**config.mk**
```make
export PLATFORM = sky130hd
export DESIGN_NAME = timer_ctrl
export DESIGN_NICKNAME = d
export VERILOG_FILES = /design/src/rtl/timer_pkg.sv /design/src/rtl/timer_prescaler.sv /design/src/rtl/timer_ctrl.sv
export SDC_FILE = /design/constraint.sdc
export NUM_CORES = 1
export LEC_CHECK = 0
export BUFFER_PORTS_ARGS = -buffer_cell sky130_fd_sc_hd__buf_2
export CAP_MARGIN = 10
export CORE_MARGIN = 2
export CORE_UTILIZATION = 47
export CTS_CLUSTER_SIZE = 10
export DETAILED_ROUTE_END_ITERATION = 7
export HOLD_SLACK_MARGIN = 0.06
export PLACE_DENSITY = 0.88
export REMOVE_ABC_BUFFERS = 1
export SETUP_SLACK_MARGIN = 0.15
export SLEW_MARGIN = 15
export SYNTH_ARGS = -nofsm -noshare
export SYNTH_HDL_FRONTEND = slang
export SYNTH_SLANG_ARGS = --single-unit
```
**constraint.sdc**
```tcl
create_clock -name clk -period 3.1 [get_ports clk]
set_input_delay 0.155 -clock clk [delete_from_list [all_inputs] [get_ports clk]]
set_output_delay 0.155 -clock clk [all_outputs]
set_load 0.005 [all_outputs]
```
**src/rtl/timer_pkg.sv**
```systemverilog
// Shared definitions for the timer control slice: FSM state type and
// default widths used by timer_ctrl and its prescaler.
package timer_pkg;

    localparam int CNT_W_DEF   = 64;
    localparam int DIV_MAX_DEF = 8;

    typedef enum logic [1:0] {
        ST_IDLE = 2'd0,
        ST_RUN  = 2'd1,
        ST_HALT = 2'd2
    } timer_state_t;

endpackage

```
**src/rtl/timer_prescaler.sv**
```systemverilog
// Power-of-two prescaler for the timer. It produces a combinational tick in
// the cycle where the counter should advance.
// - run:    the timer stays in RUN this cycle.
// - freeze: the timer is halting, halted or leaving halt, so the phase is kept.
// Any other cycle clears the phase. A change of div_en/div_val restarts the
// period and suppresses the tick for that cycle.
module timer_prescaler import timer_pkg::*; #(
    parameter int DIV_MAX = DIV_MAX_DEF
) (
    input  logic       clk,
    input  logic       rst_n,
    input  logic       run,
    input  logic       freeze,
    input  logic       div_en,
    input  logic [3:0] div_val,
    output logic       tick
);

    localparam int DW = DIV_MAX + 1;

    logic [DW-1:0] div_cnt;
    logic [DW-1:0] terminal;
    logic          div_en_q;
    logic [3:0]    div_val_q;
    logic          cfg_changed;
    logic          bypass;
    logic          illegal;
    logic          at_terminal;

    // Decode the configuration and decide whether this cycle ends a period
    always_comb begin
        cfg_changed = (div_en != div_en_q) || (div_val != div_val_q);
        bypass      = !div_en || (div_val == 4'd0);
        illegal     = !bypass && (int'(div_val) > DIV_MAX);
        terminal    = (DW'(1) << div_val) - DW'(1);
        at_terminal = (div_cnt == terminal);
        tick        = 1'b0;
        if (run && !cfg_changed) begin
            if (bypass) begin
                tick = 1'b1;
            end else if (!illegal) begin
                tick = at_terminal;
            end
        end
    end

    // Advance, hold or clear the period phase, and remember the last configuration
    always_ff @(posedge clk or negedge rst_n) begin
        if (!rst_n) begin
            div_cnt   <= '0;
            div_en_q  <= 1'b0;
            div_val_q <= 4'd0;
        end else begin
            div_en_q  <= div_en;
            div_val_q <= div_val;
            if ((run || freeze) && cfg_changed) begin
                div_cnt <= '0;
            end else if (run) begin
                if (bypass) begin
                    div_cnt <= div_cnt + 1'b1;
                end else if (illegal || at_terminal) begin
                    div_cnt <= '0;
                end else begin
                    div_cnt <= div_cnt + 1'b1;
                end
            end else if (!freeze) begin
                div_cnt <= '0;
            end
        end
    end

endmodule

```
**src/rtl/timer_ctrl.sv**
```systemverilog
// Timer control: IDLE/RUN/HALT sequencing, prescaled increment strobe for an
// external counter, counter-clear pulse on disable, debug halt handshake and
// compare interrupt status.
module timer_ctrl import timer_pkg::*; #(
    parameter int CNT_W   = CNT_W_DEF,
    parameter int DIV_MAX = DIV_MAX_DEF
) (
    input  logic             clk,
    input  logic             rst_n,
    input  logic             timer_en,
    input  logic             div_en,
    input  logic [3:0]       div_val,
    input  logic             halt_req,
    input  logic             int_en,
    input  logic             int_clr,
    input  logic [CNT_W-1:0] cnt_value,
    input  logic [CNT_W-1:0] cmp_value,
    output logic             cnt_en,
    output logic             timer_en_H_L,
    output logic             valid_halt_condition,
    output logic             halt_ack,
    output logic             int_st,
    output logic             tim_int
);

    timer_state_t state;
    logic         timer_en_q;
    logic         run;
    logic         freeze;
    logic         tick;

    // run: RUN and staying there. freeze: heading into, sitting in or leaving HALT.
    assign run    = (state == ST_RUN) && timer_en && !halt_req;
    assign freeze = timer_en && (((state == ST_RUN) && halt_req) || (state == ST_HALT));

    timer_prescaler #(
        .DIV_MAX (DIV_MAX)
    ) u_prescaler (
        .clk     (clk),
        .rst_n   (rst_n),
        .run     (run),
        .freeze  (freeze),
        .div_en  (div_en),
        .div_val (div_val),
        .tick    (tick)
    );

    // Main FSM with registered strobe, clear pulse and halt handshake outputs
    always_ff @(posedge clk or negedge rst_n) begin
        if (!rst_n) begin
            state                <= ST_IDLE;
            timer_en_q           <= 1'b0;
            timer_en_H_L         <= 1'b0;
            cnt_en               <= 1'b0;
            halt_ack             <= 1'b0;
            valid_halt_condition <= 1'b0;
        end else begin
            timer_en_q           <= timer_en;
            timer_en_H_L         <= timer_en_q & ~timer_en;
            cnt_en               <= tick;
            halt_ack             <= 1'b0;
            valid_halt_condition <= 1'b0;
            unique case (state)
                ST_IDLE: begin
                    if (timer_en) begin
                        state <= ST_RUN;
                    end
                end
                ST_RUN: begin
                    if (!timer_en) begin
                        state <= ST_IDLE;
                    end else if (halt_req) begin
                        state                <= ST_HALT;
                        halt_ack             <= 1'b1;
                        valid_halt_condition <= 1'b1;
                    end
                end
                ST_HALT: begin
                    if (!timer_en) begin
                        state <= ST_IDLE;
                    end else if (!halt_req) begin
                        state <= ST_RUN;
                    end else begin
                        halt_ack             <= 1'b1;
                        valid_halt_condition <= 1'b1;
                    end
                end
                default: begin
                    state <= ST_IDLE;
                end
            endcase
        end
    end

    // Interrupt status: compare match while active sets it, int_clr clears it, set wins
    always_ff @(posedge clk or negedge rst_n) begin
        if (!rst_n) begin
            int_st <= 1'b0;
        end else if ((state != ST_IDLE) && (cnt_value == cmp_value)) begin
            int_st <= 1'b1;
        end else if (int_clr) begin
            int_st <= 1'b0;
        end
    end

    assign tim_int = int_st & int_en;

endmodule

```
Word-level counts from Yosys, hierarchy flattened
Cells that the tools add are included.
{ "totals": {"input_bits": 139, "word_cells": 68, "register_bits": 21} }
{ "classes": {"add_sub_neg": 2, "mux": 19, "magnitude_cmp": 1, "n_reduce_logical": 23, "n_eq_ne": 10, "shift": 1, "n_bitwise": 3} }
{ "ops": {"columns": ["operator", "n"], "rows": [
  ["64-bit equality test", 1],
  ["9-bit two-way mux", 5],
  ["2-bit two-way mux", 5],
  ["9-bit by 1-bit adder with 9-bit output (second input constant)", 1],
  ["9-bit equality test", 1],
  ["1-bit by 4-bit << shifter with 9-bit output (first input constant)", 1],
  ["9-bit by 2-bit subtractor with 9-bit output (second input constant)", 1],
  ["1-bit logical AND", 8],
  ["1-bit two-way mux", 8],
  ["3-bit != test (second input constant)", 2],
  ["2-bit one-hot mux with 3 select lines", 1],
  ["1-bit logical OR", 5],
  ["4-bit > comparator (second input constant)", 1],
  ["1-bit zero test", 4],
  ["4-bit zero test", 1],
  ["4-bit != test", 1],
  ["2-bit nonzero test", 2],
  ["3-bit by 2-bit != test with 1-bit output (second input constant)", 1],
  ["3-bit AND reduction", 1],
  ["1-bit bitwise AND", 2],
  ["2-bit by 1-bit equality test with 1-bit output (second input constant)", 1],
  ["2-bit equality test (second input constant)", 1],
  ["2-bit zero test", 1],
  ["2-bit != test (second input constant)", 1],
  ["other kinds (3)", 3]
]} }

Depth between registers and ports, before layout
Gate-level depths: netlist of run 1.
{ "logic_depth": {"word_depth": 9, "mapped_depth": 12} }

Modules after synthesis
Synthesis of run 1 repeated with hierarchy kept, for this count alone.
{ "unflattened": {"hier_cells": 240, "area_unflattened_um2": 2069.5} }
{ "by_module_without_submodules": {"columns": ["mod", "cells_per_inst", "seq_area_each_um2", "instances", "area_per_inst_um2"], "rows": [
  ["timer_ctrl", 135, 175.2, 1, 1114.8],
  ["timer_prescaler", 105, 350.3, 1, 954.7]
]} }

Worst setup path after synthesis of run 1
No wires, ideal clock.
{ "synth_path": {"kind": "input -> register", "start": "in div_val[3]", "end": "reg u_prescaler.div_cnt[0]", "n_path_buf": 2, "arrival_ps": 2267, "path_slack_ps": 708, "path_stages": 11, "cell_sequence": "buf_4 > nor2_1 > nand2_1 > ha_1 > buf_6 > or3_1 > o311a_1 > xor2_1 > a41o_1 > nand2_1 > mux2_2"} }
{ "synth_via": {"elab_chain_cells": 9, "word_cells_on_any_way": 17, "classes_between": "add/sub: 1; order compare: 1; eq/ne: 3; shift: 1; mux: 4; reduce/logical: 7"} }
{ "synth_lines": {"columns": ["item", "line", "source"], "rows": [
  ["from (decl)", "timer_ctrl.sv:12", "input logic [3:0] div_val,"],
  ["branches (longest 9 deep; another with 9-bit by 2-bit subtractor with 9-bit output)", null, null],
  ["to (signal assigned)", "timer_prescaler.sv:60", "div_cnt <= div_cnt + 1'b1;"],
  ["to (signal assigned)", "timer_prescaler.sv:64", "div_cnt <= div_cnt + 1'b1;"],
  ["to (decl)", "timer_prescaler.sv:21", "logic [DW-1:0] div_cnt;"]
]} }
Parallel ways; which one is timed is not known.
A chain may end at the register's enable or synchronous reset.

Worst setup path in the final report of run 1
Ends and elaborated chain as after synthesis.

==> reports/qor.txt, run 1 <==
===================================================================================
Result of the run                                                      finished, final reports clean
Maximum fanout count along the critical path                                     18
Share of the synthesized area in the top cell type                            0.235
Port Buf Inserts                                                                144
Cell occurring most often along the worst timing path                  sky130_fd_sc_hd__nand2_1
Critical path's top delay family                                       compound AO/OA/AOI/OAI gates
Full die area                                                              5330 µm²
Post-Syn Instances                                                              268
#FFs+latches synth                                                               21
Cts repair resizes                                                                0
Share of final-layout standard cells stronger than drive strength 1           0.392
Reg-to-reg setup timing slack                                               1010 ps
Placed cell count                                                               457
Async set-or-reset flop fraction in the synthesized netlist                    1.00
Final number of max-transition violations                                         0
Terminus of the critical flop-to-flop path                             u_prescaler.div_cnt[0]
Deepest level of the CTS H-tree                                                   1
Wire length of the first global-routing pass                               11200 µm
Total detailed-routing wirelength                                           7160 µm
Count of placed standard cells in the final layout, fillers left out            462
DIE HEIGHT                                                                  73.0 µm
Horizontal die dimension                                                    73.0 µm
Final setup violation count                                                       0
Yosys cell types                                                                 52
Setup crit end kind                                                        register
Post-synth top flop                                                    sky130_fd_sc_hd__dfrtp_1
Detailed Place HPWL                                                         6050 µm
Vias per inst                                                                  5.48
Cell at the slowest stage of the critical path                         sky130_fd_sc_hd__or3b_1
Unrepaired setup endpoints after global routing                               false
Aggregate negative setup slack                                                 0 ps
Cell-by-cell listing of the critical path                              buf_2, nor2_1, nand2_1, ha_1, or3b_1, a21oi_1, a211oi_1, a211oi_4, a41o_1, nand2_1, mux2_2
Pin slew with the least headroom to its limit                                495 ps
R2R depth                                                                         7
Starting DRT DRC Count                                                          195
Later-pin clock latency in the skew report                                   270 ps
Effective utilization at floorplan                                            0.480
Yosys warns                                                                       0
Total stage count of the critical path                                           11
Clk root buf                                                           sky130_fd_sc_hd__clkbuf_8
Leakage power                                                               1.54 nW
Number of clock sinks seen by CTS                                                21
Utilization after layout                                                      0.645
Synthesized area per cell                                                  8.35 µm²
Via count of the first global-routing pass                                     2490
End point of the critical path                                         u_prescaler.div_cnt[0]
Worst min-delay path startpoint                                              div_en
Antenna diode instance count                                                      0
Placement Rows                                                                   25
Required time worst endpoint                                                3260 ps
Drt pass-1 iters                                                                  4
Worst stage delay on the critical path                                       400 ps
Core region area                                                           4660 µm²
Final weighted congestion of routability-driven global placement              0.902
Maximum clock rate                                                        0.403 GHz
Synthesized area                                                           2240 µm²
Power per standard cell area                                             292 nW/µm²
Final hold violation count                                                        0
Part of the Yosys area used for sequential elements                           0.235
Total global routing overflow                                                     0
Worst rel slew slack                                                          0.670
Crit start category                                                       input pin
Register clock-pin slew on the reported worst setup and hold paths            80 ps
Top cells by area, synth                                               sky130_fd_sc_hd__dfrtp_1, sky130_fd_sc_hd__xnor2_1, sky130_fd_sc_hd__xor2_1
Pin count of the biggest net entering global routing                             22
Worst IR drop on VDD                                                       0.155 mV
Period Utilization, post-route                                                0.800
Final worst hold slack                                                      79.1 ps
Number of antenna violations at the first check in global routing                 0
Number of design rule violations left after detail routing                        0
Minimum clock period                                                        2480 ps
Bufs and invs on worst path                                                       1
GRT Overall Usage                                                             0.269
Crit Path Category                                                     input pin to register
Number of nets with antenna violations after routing                              0
Clock Skew                                                                  4.18 ps
Critical path arrival                                                       2640 ps
Clk buf depth                                                                     2
Launch point of the worst reg-to-reg path                              u_prescaler.div_cnt[3]
# Max-Cap Violations                                                              0
Post-synth top area cell                                               sky130_fd_sc_hd__dfrtp_1
Total number of nets in the final design                                        554
Hold Path Class                                                        input pin to register
Via Count                                                                      2534
TritonCTS Buffers                                                                 3
TritonCTS clock tree                                                          built
Worst setup path startpoint                                              div_val[3]
Routed wirelength normalized by instance count                              15.5 µm
Layout overhead on the synthesized area                                       34.4%
Ports placed on the boundary                                                    145
Count of flip-flops with a built-in enable after synthesis                        0
===================================================================================
routing by layer:
layer / track usage / wire length [µm] / up-vias
met1: 0.334 / 2880 / 1157
met5: 0 / 0 / -
met2: 0.478 / 3650 / 113
met4: 0.0926 / 186 / 0
met3: 0.0290 / 445 / 19
li1: - / - / 1245
stage by stage:
stage	instance area, µm²	power (mW)	setup WS [ps]
2_1_floorplan	2160	0.518	883
3_3_place_gp	2950	0.677	486
3_5_place_dp	2950	0.694	366
4_1_cts	3010	0.875	625
5_1_grt	3010	0.927	395
6_report	3010	0.877	620
report_power, final:
part / switching, mW / internal (mW)
Clock: 0.0945 / 0.0898
Combinational: 0.192 / 0.189
Sequential: 0.0175 / 0.295
Yosys cell counts, types with 3 or more instances:
cell,count
sky130_fd_sc_hd__o211a_1,3
sky130_fd_sc_hd__inv_1,25
sky130_fd_sc_hd__and3_1,8
sky130_fd_sc_hd__a221oi_1,5
sky130_fd_sc_hd__a21oi_1,9
sky130_fd_sc_hd__o2bb2ai_1,5
sky130_fd_sc_hd__nand2_1,15
sky130_fd_sc_hd__xor2_1,20
sky130_fd_sc_hd__o211ai_1,3
sky130_fd_sc_hd__nor3_1,9
sky130_fd_sc_hd__o22ai_1,12
sky130_fd_sc_hd__nor2_1,9
sky130_fd_sc_hd__buf_6,3
sky130_fd_sc_hd__ha_1,6
sky130_fd_sc_hd__dfrtp_1,21
sky130_fd_sc_hd__nor4_1,6
sky130_fd_sc_hd__o21ai_0,8
sky130_fd_sc_hd__nand4_1,12
sky130_fd_sc_hd__xnor2_1,37
sky130_fd_sc_hd__nand3_1,10
worst min-delay path by stage:
stage                                         to  slack (ps)  depth (start not counted)
after global placement    u_prescaler.div_cnt[1]         130                          1
after floorplan                           cnt_en        -140                          0
final                       u_prescaler.div_en_q          80                          1
after global routing        u_prescaler.div_en_q          80                          1
after detailed placement  u_prescaler.div_cnt[1]         130                          1
after CTS                                 int_st          70                          2
state kept, by name (all words and copies together), names as in the netlist:
signal,count
halt_ack,1
u_prescaler.div_en_q,1
cnt_en,1
u_prescaler.div_val_q,4
state,2
u_prescaler.div_cnt,9
timer_en_H_L,1
int_st,1
timer_en_q,1
cells in the final DEF (no fill, tap or decap), types with 3 or more instances in the layout:
master,n
sky130_fd_sc_hd__o211ai_1,3
sky130_fd_sc_hd__a221oi_1,5
sky130_fd_sc_hd__a21oi_1,9
sky130_fd_sc_hd__nor4_1,6
sky130_fd_sc_hd__dfrtp_1,21
sky130_fd_sc_hd__buf_2,144
sky130_fd_sc_hd__xnor2_1,37
sky130_fd_sc_hd__nor3_1,9
sky130_fd_sc_hd__o2bb2ai_1,5
sky130_fd_sc_hd__nand3_1,10
sky130_fd_sc_hd__o21ai_0,8
sky130_fd_sc_hd__o211a_1,3
sky130_fd_sc_hd__clkbuf_8,3
sky130_fd_sc_hd__ha_1,6
sky130_fd_sc_hd__and3_1,8
sky130_fd_sc_hd__nor2_1,9
sky130_fd_sc_hd__inv_1,25
sky130_fd_sc_hd__xor2_1,20
sky130_fd_sc_hd__o22ai_1,12
sky130_fd_sc_hd__nand2_1,15
sky130_fd_sc_hd__nand4_1,12
cell type report:
class                           instances  area, µm²
Inverter                               25       93.8
Multi-Input combinational cell        213       1540
Fill cell                             383       1650
Clock inverter                          1       5.00
Clock buffer                            3       41.3
Sequential cell                        21        526
Tap cell                               54       67.6
Timing Repair Buffer                  145        731
cells by family after synthesis:
kind of cell             after synthesis  share of synthesized area
AND/OR/NAND/NOR                       85                      0.213
multiplexers                           3                     0.0145
XOR/XNOR                              57                      0.223
adder cells (fa/ha/maj)                6                     0.0336
flip-flops                            21                      0.235
buffers and inverters                 34                     0.0755
AO/OA/AOI/OAI                         62                      0.206
timing repair:
| item | in CTS | in global routing |
|---|---|---|
| hold buffers | 1 | 0 |
| setup buffers | 0 | 0 |
| endpoints found under the hold margin | 21 | 0 |
No activity file was read; power rests on OpenSTA's default activity.
==> run 2: changes to the inputs <==
- CORE_UTILIZATION: 47 -> 43
- PLACE_DENSITY: 0.88 -> 0.81
- clock period: 3.1 -> 2.3 ns (I/O delays scaled with it)
==> run 2 against run 1 <==
Count of clock-buffer cells in the layout stayed put. Cell area up 5.5%. Sequential share of layout area is 0.92 points lower. Critical endpoint is now u_prescaler.div_cnt[5]. Highest routed layer unchanged. Die area rose by 8.8%. First-iteration DRC count is 17% lower.
==> reports/qor.txt, run 2 (same netlist as run 1, synthesis figures left out) <==
===================================================================================
Number of nets with antenna violations after routing                              0   unchanged
Total number of nets in the final design                                        568   +2.5%
Power, Total                                                                1.20 mW   +36%
Detailed Place HPWL                                                         6230 µm   +2.9%
Final setup violation count                                                       0   unchanged
Setup crit end kind                                                        register
End point of the critical path                                         u_prescaler.div_cnt[5]
Via Count                                                                      2599   +2.6%
Required time worst endpoint                                                2480 ps   -780 ps
Total detailed-routing wirelength                                           7370 µm   +2.9%
Later-pin clock latency in the skew report                                   270 ps   about the same
DIE HEIGHT                                                                  76.1 µm   +4.3%
Largest register FFs                                                              9   unchanged
Deepest level of the CTS H-tree                                                   1   unchanged
Worst rel slew slack                                                          0.686   +0.0158
Launch point of the worst reg-to-reg path                                  state[1]
Number of clock sinks seen by CTS                                                21   unchanged
Filler instances                                                                456   +19%
Critical path arrival                                                       2220 ps   -420 ps
Cell at the slowest stage of the critical path                         sky130_fd_sc_hd__dlygate4sd3_1
Share of final-layout standard cells stronger than drive strength 1           0.410   +0.0178
Vias per inst                                                                  5.28   -3.7%
Final hold violation count                                                        0   unchanged
Wire length of the first global-routing pass                               11700 µm   +4.8%
TritonCTS Buffers                                                                 3   unchanged
Result of the run                                                      finished, final reports clean
Effective utilization at floorplan                                            0.441   -0.0392
Cell occurring most often along the worst timing path                  sky130_fd_sc_hd__nor3_1
Final number of max-transition violations                                         0   unchanged
Maximum clock rate                                                        0.490 GHz
Register clock-pin slew on the reported worst setup and hold paths            80 ps   about the same
Utilization after layout                                                      0.625   -0.0199
Maximum fanout count along the critical path                                      6   -12
Starting DRT DRC Count                                                          161   -17%
R2R depth                                                                         8   +1
Cell-by-cell listing of the critical path                              dlygate4sd3_1, buf_2, xnor2_1, nand4_1, or3_4, nand2b_4, a41oi_4, nor3_1, nor3_1
Placed cell count                                                               484   +5.9%
Pin slew with the least headroom to its limit                                471 ps   -23.8 ps
Drt pass-1 iters                                                                  4   unchanged
Number of antenna violations at the first check in global routing                 0   unchanged
Count of placed standard cells in the final layout, fillers left out            492   +6.5%
Terminus of the critical flop-to-flop path                             u_prescaler.div_cnt[5]
Crit Path Category                                                     input pin to register
Worst setup path startpoint                                                  div_en
Total global routing overflow                                                     0   unchanged
Clk buf depth                                                                     2   unchanged
Pin count of the biggest net entering global routing                             22   unchanged
Clock Skew                                                                  5.84 ps   +1.67 ps
Power per standard cell area                                             377 nW/µm²   +29%
Final weighted congestion of routability-driven global placement              0.853   -5.5%
Leakage power                                                               1.62 nW   +5.5%
Most common cell after layout, fill and taps aside                     sky130_fd_sc_hd__buf_2
Clk root buf                                                           sky130_fd_sc_hd__clkbuf_8
Period Utilization, post-route                                                0.886
Largest registers                                                      u_prescaler.div_cnt x9, u_prescaler.div_val_q x4, state x2
Commonest non-fill, non-tap cells in the layout                        sky130_fd_sc_hd__buf_2, sky130_fd_sc_hd__xnor2_1, sky130_fd_sc_hd__inv_1
Aggregate negative setup slack                                                 0 ps   unchanged
Number of design rule violations left after detail routing                        0   unchanged
Unrepaired setup endpoints after global routing                               false
TritonCTS clock tree                                                          built
Placement Rows                                                                   26   +4.0%
Final worst hold slack                                                       119 ps   +40.3 ps
Reg-to-reg setup timing slack                                                340 ps   -670 ps
Port Buf Inserts                                                                144   unchanged
Via count of the first global-routing pass                                     2650   +6.4%
Worst stage delay on the critical path                                       530 ps   +130 ps
Core region area                                                           5070 µm²   +8.9%
Hold Path Class                                                        input pin to register
Layout overhead on the synthesized area                                       41.8%
Worst IR drop on VDD                                                       0.242 mV   +56%
Crit start category                                                       input pin
Horizontal die dimension                                                    76.1 µm   +4.3%
Full die area                                                              5800 µm²   +8.8%
Minimum clock period                                                        2040 ps
# Max-Cap Violations                                                              0   unchanged
GRT Overall Usage                                                             0.247   -0.0213
Top reg by flops                                                       u_prescaler.div_cnt
Ports placed on the boundary                                                    145   unchanged
Routed wirelength normalized by instance count                              15.0 µm   -3.4%
Antenna diode instance count                                                      0   unchanged
===================================================================================
-- run 2: cell count changes in the layout (fill, tap and decap cells not counted), moves of 2 or more --
| cell | delta |
|---|---|
| sky130_fd_sc_hd__nand2b_4 | +2 |
| sky130_fd_sc_hd__dlygate4sd3_1 | +3 |
| sky130_fd_sc_hd__buf_4 | +11 |
| sky130_fd_sc_hd__nand2b_2 | -2 |
-- run 2: critical path: cells and delay by family --
kind | cells | cell delay [ps]
buffers and inverters | 2 | 690
and+or+nand+nor | 5 | 1030
AOI/OAI and AO/OA | 1 | 220
xor gates and xnor gates | 1 | 160
-- run 2: how the worst min path moves through the flow --
stage / cells past startpoint / from / slack [ps] / endpoint
2_1_floorplan: 0 / rst_n / -180 / cnt_en
3_3_place_gp: 1 / rst_n / 100 / u_prescaler.div_cnt[7]
3_5_place_dp: 1 / rst_n / 90 / u_prescaler.div_cnt[2]
4_1_cts: 2 / halt_req / 120 / halt_ack
5_1_grt: 2 / halt_req / 130 / halt_ack
6_report: 2 / halt_req / 120 / halt_ack
-- run 2: cell type report --
| class | count | area, µm² | area share |
|---|---|---|---|
| clock buffers | 3 | 41.3 | 0.0130 |
| clock inverters | 1 | 7.51 | 0.00237 |
| inverters | 25 | 93.8 | 0.0296 |
| multi-input cells | 213 | 1570 | 0.496 |
| flip-flops and latches | 21 | 526 | 0.166 |
| well taps | 70 | 87.6 | 0.0276 |
| repair buffers | 159 | 843 | 0.266 |
-- run 2: routing by layer --
layer / vias up / share of wire / global-route usage
li1: 1279 / - / -
met1: 1188 / 0.39 / 0.279
met2: 112 / 0.52 / 0.476
met3: 20 / 0.068 / 0.0379
met4: 0 / 0.023 / 0.0764
met5: - / 0 / 0
-- run 2: timing repair --
action | in CTS | in global routing
buffers inserted | 0 | 0
gates resized for setup | 0 | 5
endpoints found under the hold margin | 24 | 0
hold buffers | 4 | 0
setup endpoints to repair | 0 | 7
-- run 2: per-stage QoR --
step | worst slack (ps) | cell area, µm²
global placement | 110 | 3050
global route | 170 | 3170
detailed placement | 56.1 | 3050
finish | 261 | 3170
CTS | 180 | 3140
floorplan | 123 | 2160
-- run 2: where the power goes --
part           total [mW]  internal (mW)  switching [mW]
Clock               0.253          0.123           0.131
Combinational       0.522          0.266           0.256
Sequential          0.421          0.397          0.0240
==> run 3: changes to the inputs <==
- CORE_UTILIZATION: 43 -> 35
- PLACE_DENSITY: 0.81 -> 0.68
==> run 3 against run 2 <==
Sequential power hardly changed. Total power is 0.70% lower. Sequential cell count stayed put. Non-clock buffer count is 1 higher. First-iteration DRC count is 33% lower. Critical path type unchanged. Largest power group unchanged.
==> reports/qor.txt, run 3 (same netlist as run 1, synthesis figures left out) <==
===================================================================================
R2R depth                                                                         9   +1
Filler instances                                                                624   +37%
Sequential cell area                                                        526 µm²   unchanged
Core region area                                                           6280 µm²   +24%
Largest register FFs                                                              9   unchanged
Reg-to-reg setup timing slack                                                340 ps   about the same
Cell area after placement                                                  3050 µm²   about the same
Pin slew with the least headroom to its limit                                488 ps   +16.6 ps
Clk buf depth                                                                     2   unchanged
Final hold violation count                                                        0   unchanged
Setup crit end kind                                                        register
Later-pin clock latency in the skew report                                   260 ps   about the same
Final number of max-transition violations                                         0   unchanged
Utilization after layout                                                      0.509   -0.116
TritonCTS clock tree                                                          built
Number of antenna violations at the first check in global routing                 0   unchanged
Detailed Place HPWL                                                         5980 µm   -4.0%
Area of all placed cells without fillers                                   3200 µm²   +0.71%
Commonest non-fill, non-tap cells in the layout                        sky130_fd_sc_hd__buf_2, sky130_fd_sc_hd__xnor2_1, sky130_fd_sc_hd__inv_1
Clock Skew                                                                  3.52 ps   -2.32 ps
Placement Rows                                                                   29   +12%
Count of placed standard cells in the final layout, fillers left out            500   +1.6%
Critical path arrival                                                       2190 ps   -30 ps
Unrepaired setup endpoints after global routing                               false
Number of clock sinks seen by CTS                                                21   unchanged
Total number of nets in the final design                                        569   +0.18%
Wire length of the first global-routing pass                               11200 µm   -4.3%
Top reg by flops                                                       u_prescaler.div_cnt
TritonCTS Buffers                                                                 3   unchanged
Terminus of the critical flop-to-flop path                             u_prescaler.div_cnt[8]
Area occupied by multi-input gates                                         1570 µm²   unchanged
Power per standard cell area                                             372 nW/µm²   -1.4%
Aggregate negative setup slack                                                 0 ps   unchanged
Layout overhead on the synthesized area                                       42.8%
Vias per inst                                                                  5.13   -2.9%
GR Layer Usage met1                                                           0.222   -0.0573
Via Count                                                                      2565   -1.3%
Worst stage delay on the critical path                                       530 ps   about the same
Worst setup path startpoint                                                  div_en
GRT Overall Usage                                                             0.192   -0.0558
Result of the run                                                      finished, final reports clean
Leakage power                                                               1.62 nW   about the same
Register clock-pin slew on the reported worst setup and hold paths            80 ps   about the same
Maximum fanout count along the critical path                                      6   unchanged
Hold Path Class                                                        input pin to register
Full die area                                                              7050 µm²   +22%
Layer with the highest usage after global routing                              met2
Clk root buf                                                           sky130_fd_sc_hd__clkbuf_8
Share of final-layout standard cells stronger than drive strength 1           0.414   +0.00376
Final worst hold slack                                                       138 ps   +19.0 ps
Met3 demand-to-capacity share in global routing                              0.0247   -0.0132
Cell at the slowest stage of the critical path                         sky130_fd_sc_hd__dlygate4sd3_1
Pin count of the biggest net entering global routing                             22   unchanged
Worst rel slew slack                                                          0.675   -0.0110
Port Buf Inserts                                                                144   unchanged
Cell-by-cell listing of the critical path                              dlygate4sd3_1, clkbuf_4, xnor2_2, nand4_1, or3_4, nand2b_4, a41oi_4, buf_6, nor2_1, o2bb2ai_1
Placed cell count                                                               490   +1.2%
Largest registers                                                      u_prescaler.div_cnt x9, u_prescaler.div_val_q x4, state x2
DIE HEIGHT                                                                  84.0 µm   +10%
Period Utilization, post-route                                                0.870   -0.0163
Effective utilization at floorplan                                            0.356   -0.0844
Horizontal die dimension                                                    84.0 µm   +10%
End point of the critical path                                         u_prescaler.div_cnt[8]
Ports placed on the boundary                                                    145   unchanged
Deepest level of the CTS H-tree                                                   1   unchanged
Final weighted congestion of routability-driven global placement              0.847   -0.70%
Crit start category                                                       input pin
Launch point of the worst reg-to-reg path                                  state[1]
Starting DRT DRC Count                                                          108   -33%
Via count of the first global-routing pass                                     2598   -2.0%
Worst IR drop on VDD                                                       0.272 mV   +12%
Drt pass-1 iters                                                                  4   unchanged
Maximum clock rate                                                        0.500 GHz   +1.9%
Final setup violation count                                                       0   unchanged
# Max-Cap Violations                                                              0   unchanged
Minimum clock period                                                        2000 ps   -37.5 ps
Required time worst endpoint                                                2490 ps   about the same
Crit Path Category                                                     input pin to register
Routing usage on met2                                                         0.359   -0.117
Number of design rule violations left after detail routing                        0   unchanged
Number of nets with antenna violations after routing                              0   unchanged
Most common cell after layout, fill and taps aside                     sky130_fd_sc_hd__buf_2
Antenna diode instance count                                                      0   unchanged
Total global routing overflow                                                     0   unchanged
Total detailed-routing wirelength                                           6960 µm   -5.5%
Routed wirelength normalized by instance count                              13.9 µm   -7.0%
===================================================================================
run 3: changes by cell type in the layout (fill, tap and decap cells not counted), sizes merged:
| cell | previous run | this run |
|---|---|---|
| clkbuf | 3 | 4 |
run 3: metal layers:
| layer | up-vias | share of wire |
|---|---|---|
| met5 | - | 0 |
| met4 | 0 | 0.028 |
| met3 | 18 | 0.057 |
| met2 | 108 | 0.51 |
| met1 | 1161 | 0.40 |
| li1 | 1278 | - |
run 3: metrics by stage:
step	setup slack [ps]	total power, mW
floorplan	123	0.698
global placement	90.8	0.928
detailed placement	35.8	0.940
CTS	175	1.20
global route	145	1.28
finish	299	1.19
run 3: layout make-up:
cell class                 instances  share of cell area
multi-input combinational        213               0.493
timing repair buffer             160               0.268
sequential                        21               0.164
tap                               77              0.0301
inverter                          25              0.0294
clock buffer                       3              0.0129
clock inverter                     1             0.00235
run 3: where the power goes:
group | internal [mW] | switching [mW]
logic | 0.267 | 0.252
registers | 0.397 | 0.0252
clock network | 0.122 | 0.124
total | 0.787 | 0.401
run 3: worst min-delay path by stage:
stage | startpoint | to | slack [ps] | cells after the start
floorplan | rst_n | cnt_en | -180 | 0
global placement | rst_n | u_prescaler.div_cnt[6] | 100 | 1
detailed placement | rst_n | u_prescaler.div_cnt[2] | 100 | 1
CTS | halt_req | halt_ack | 140 | 2
global route | halt_req | halt_ack | 160 | 2
finish | halt_req | halt_ack | 140 | 2
run 3: critical path: cells and delay by family:
kind	cells	cell delay [ps]
AND/OR/NAND/NOR	4	720
XOR/XNOR	1	150
buffers and inverters	3	840
AO/OA/AOI/OAI	2	360
run 3: timing repair:
item                                   4_1_cts  5_1_grt
resized for setup                            0        7
endpoints found under the hold margin       24        0
hold buffers                                 4        0
setup buffers                                0        2
setup endpoints to repair                    0        7
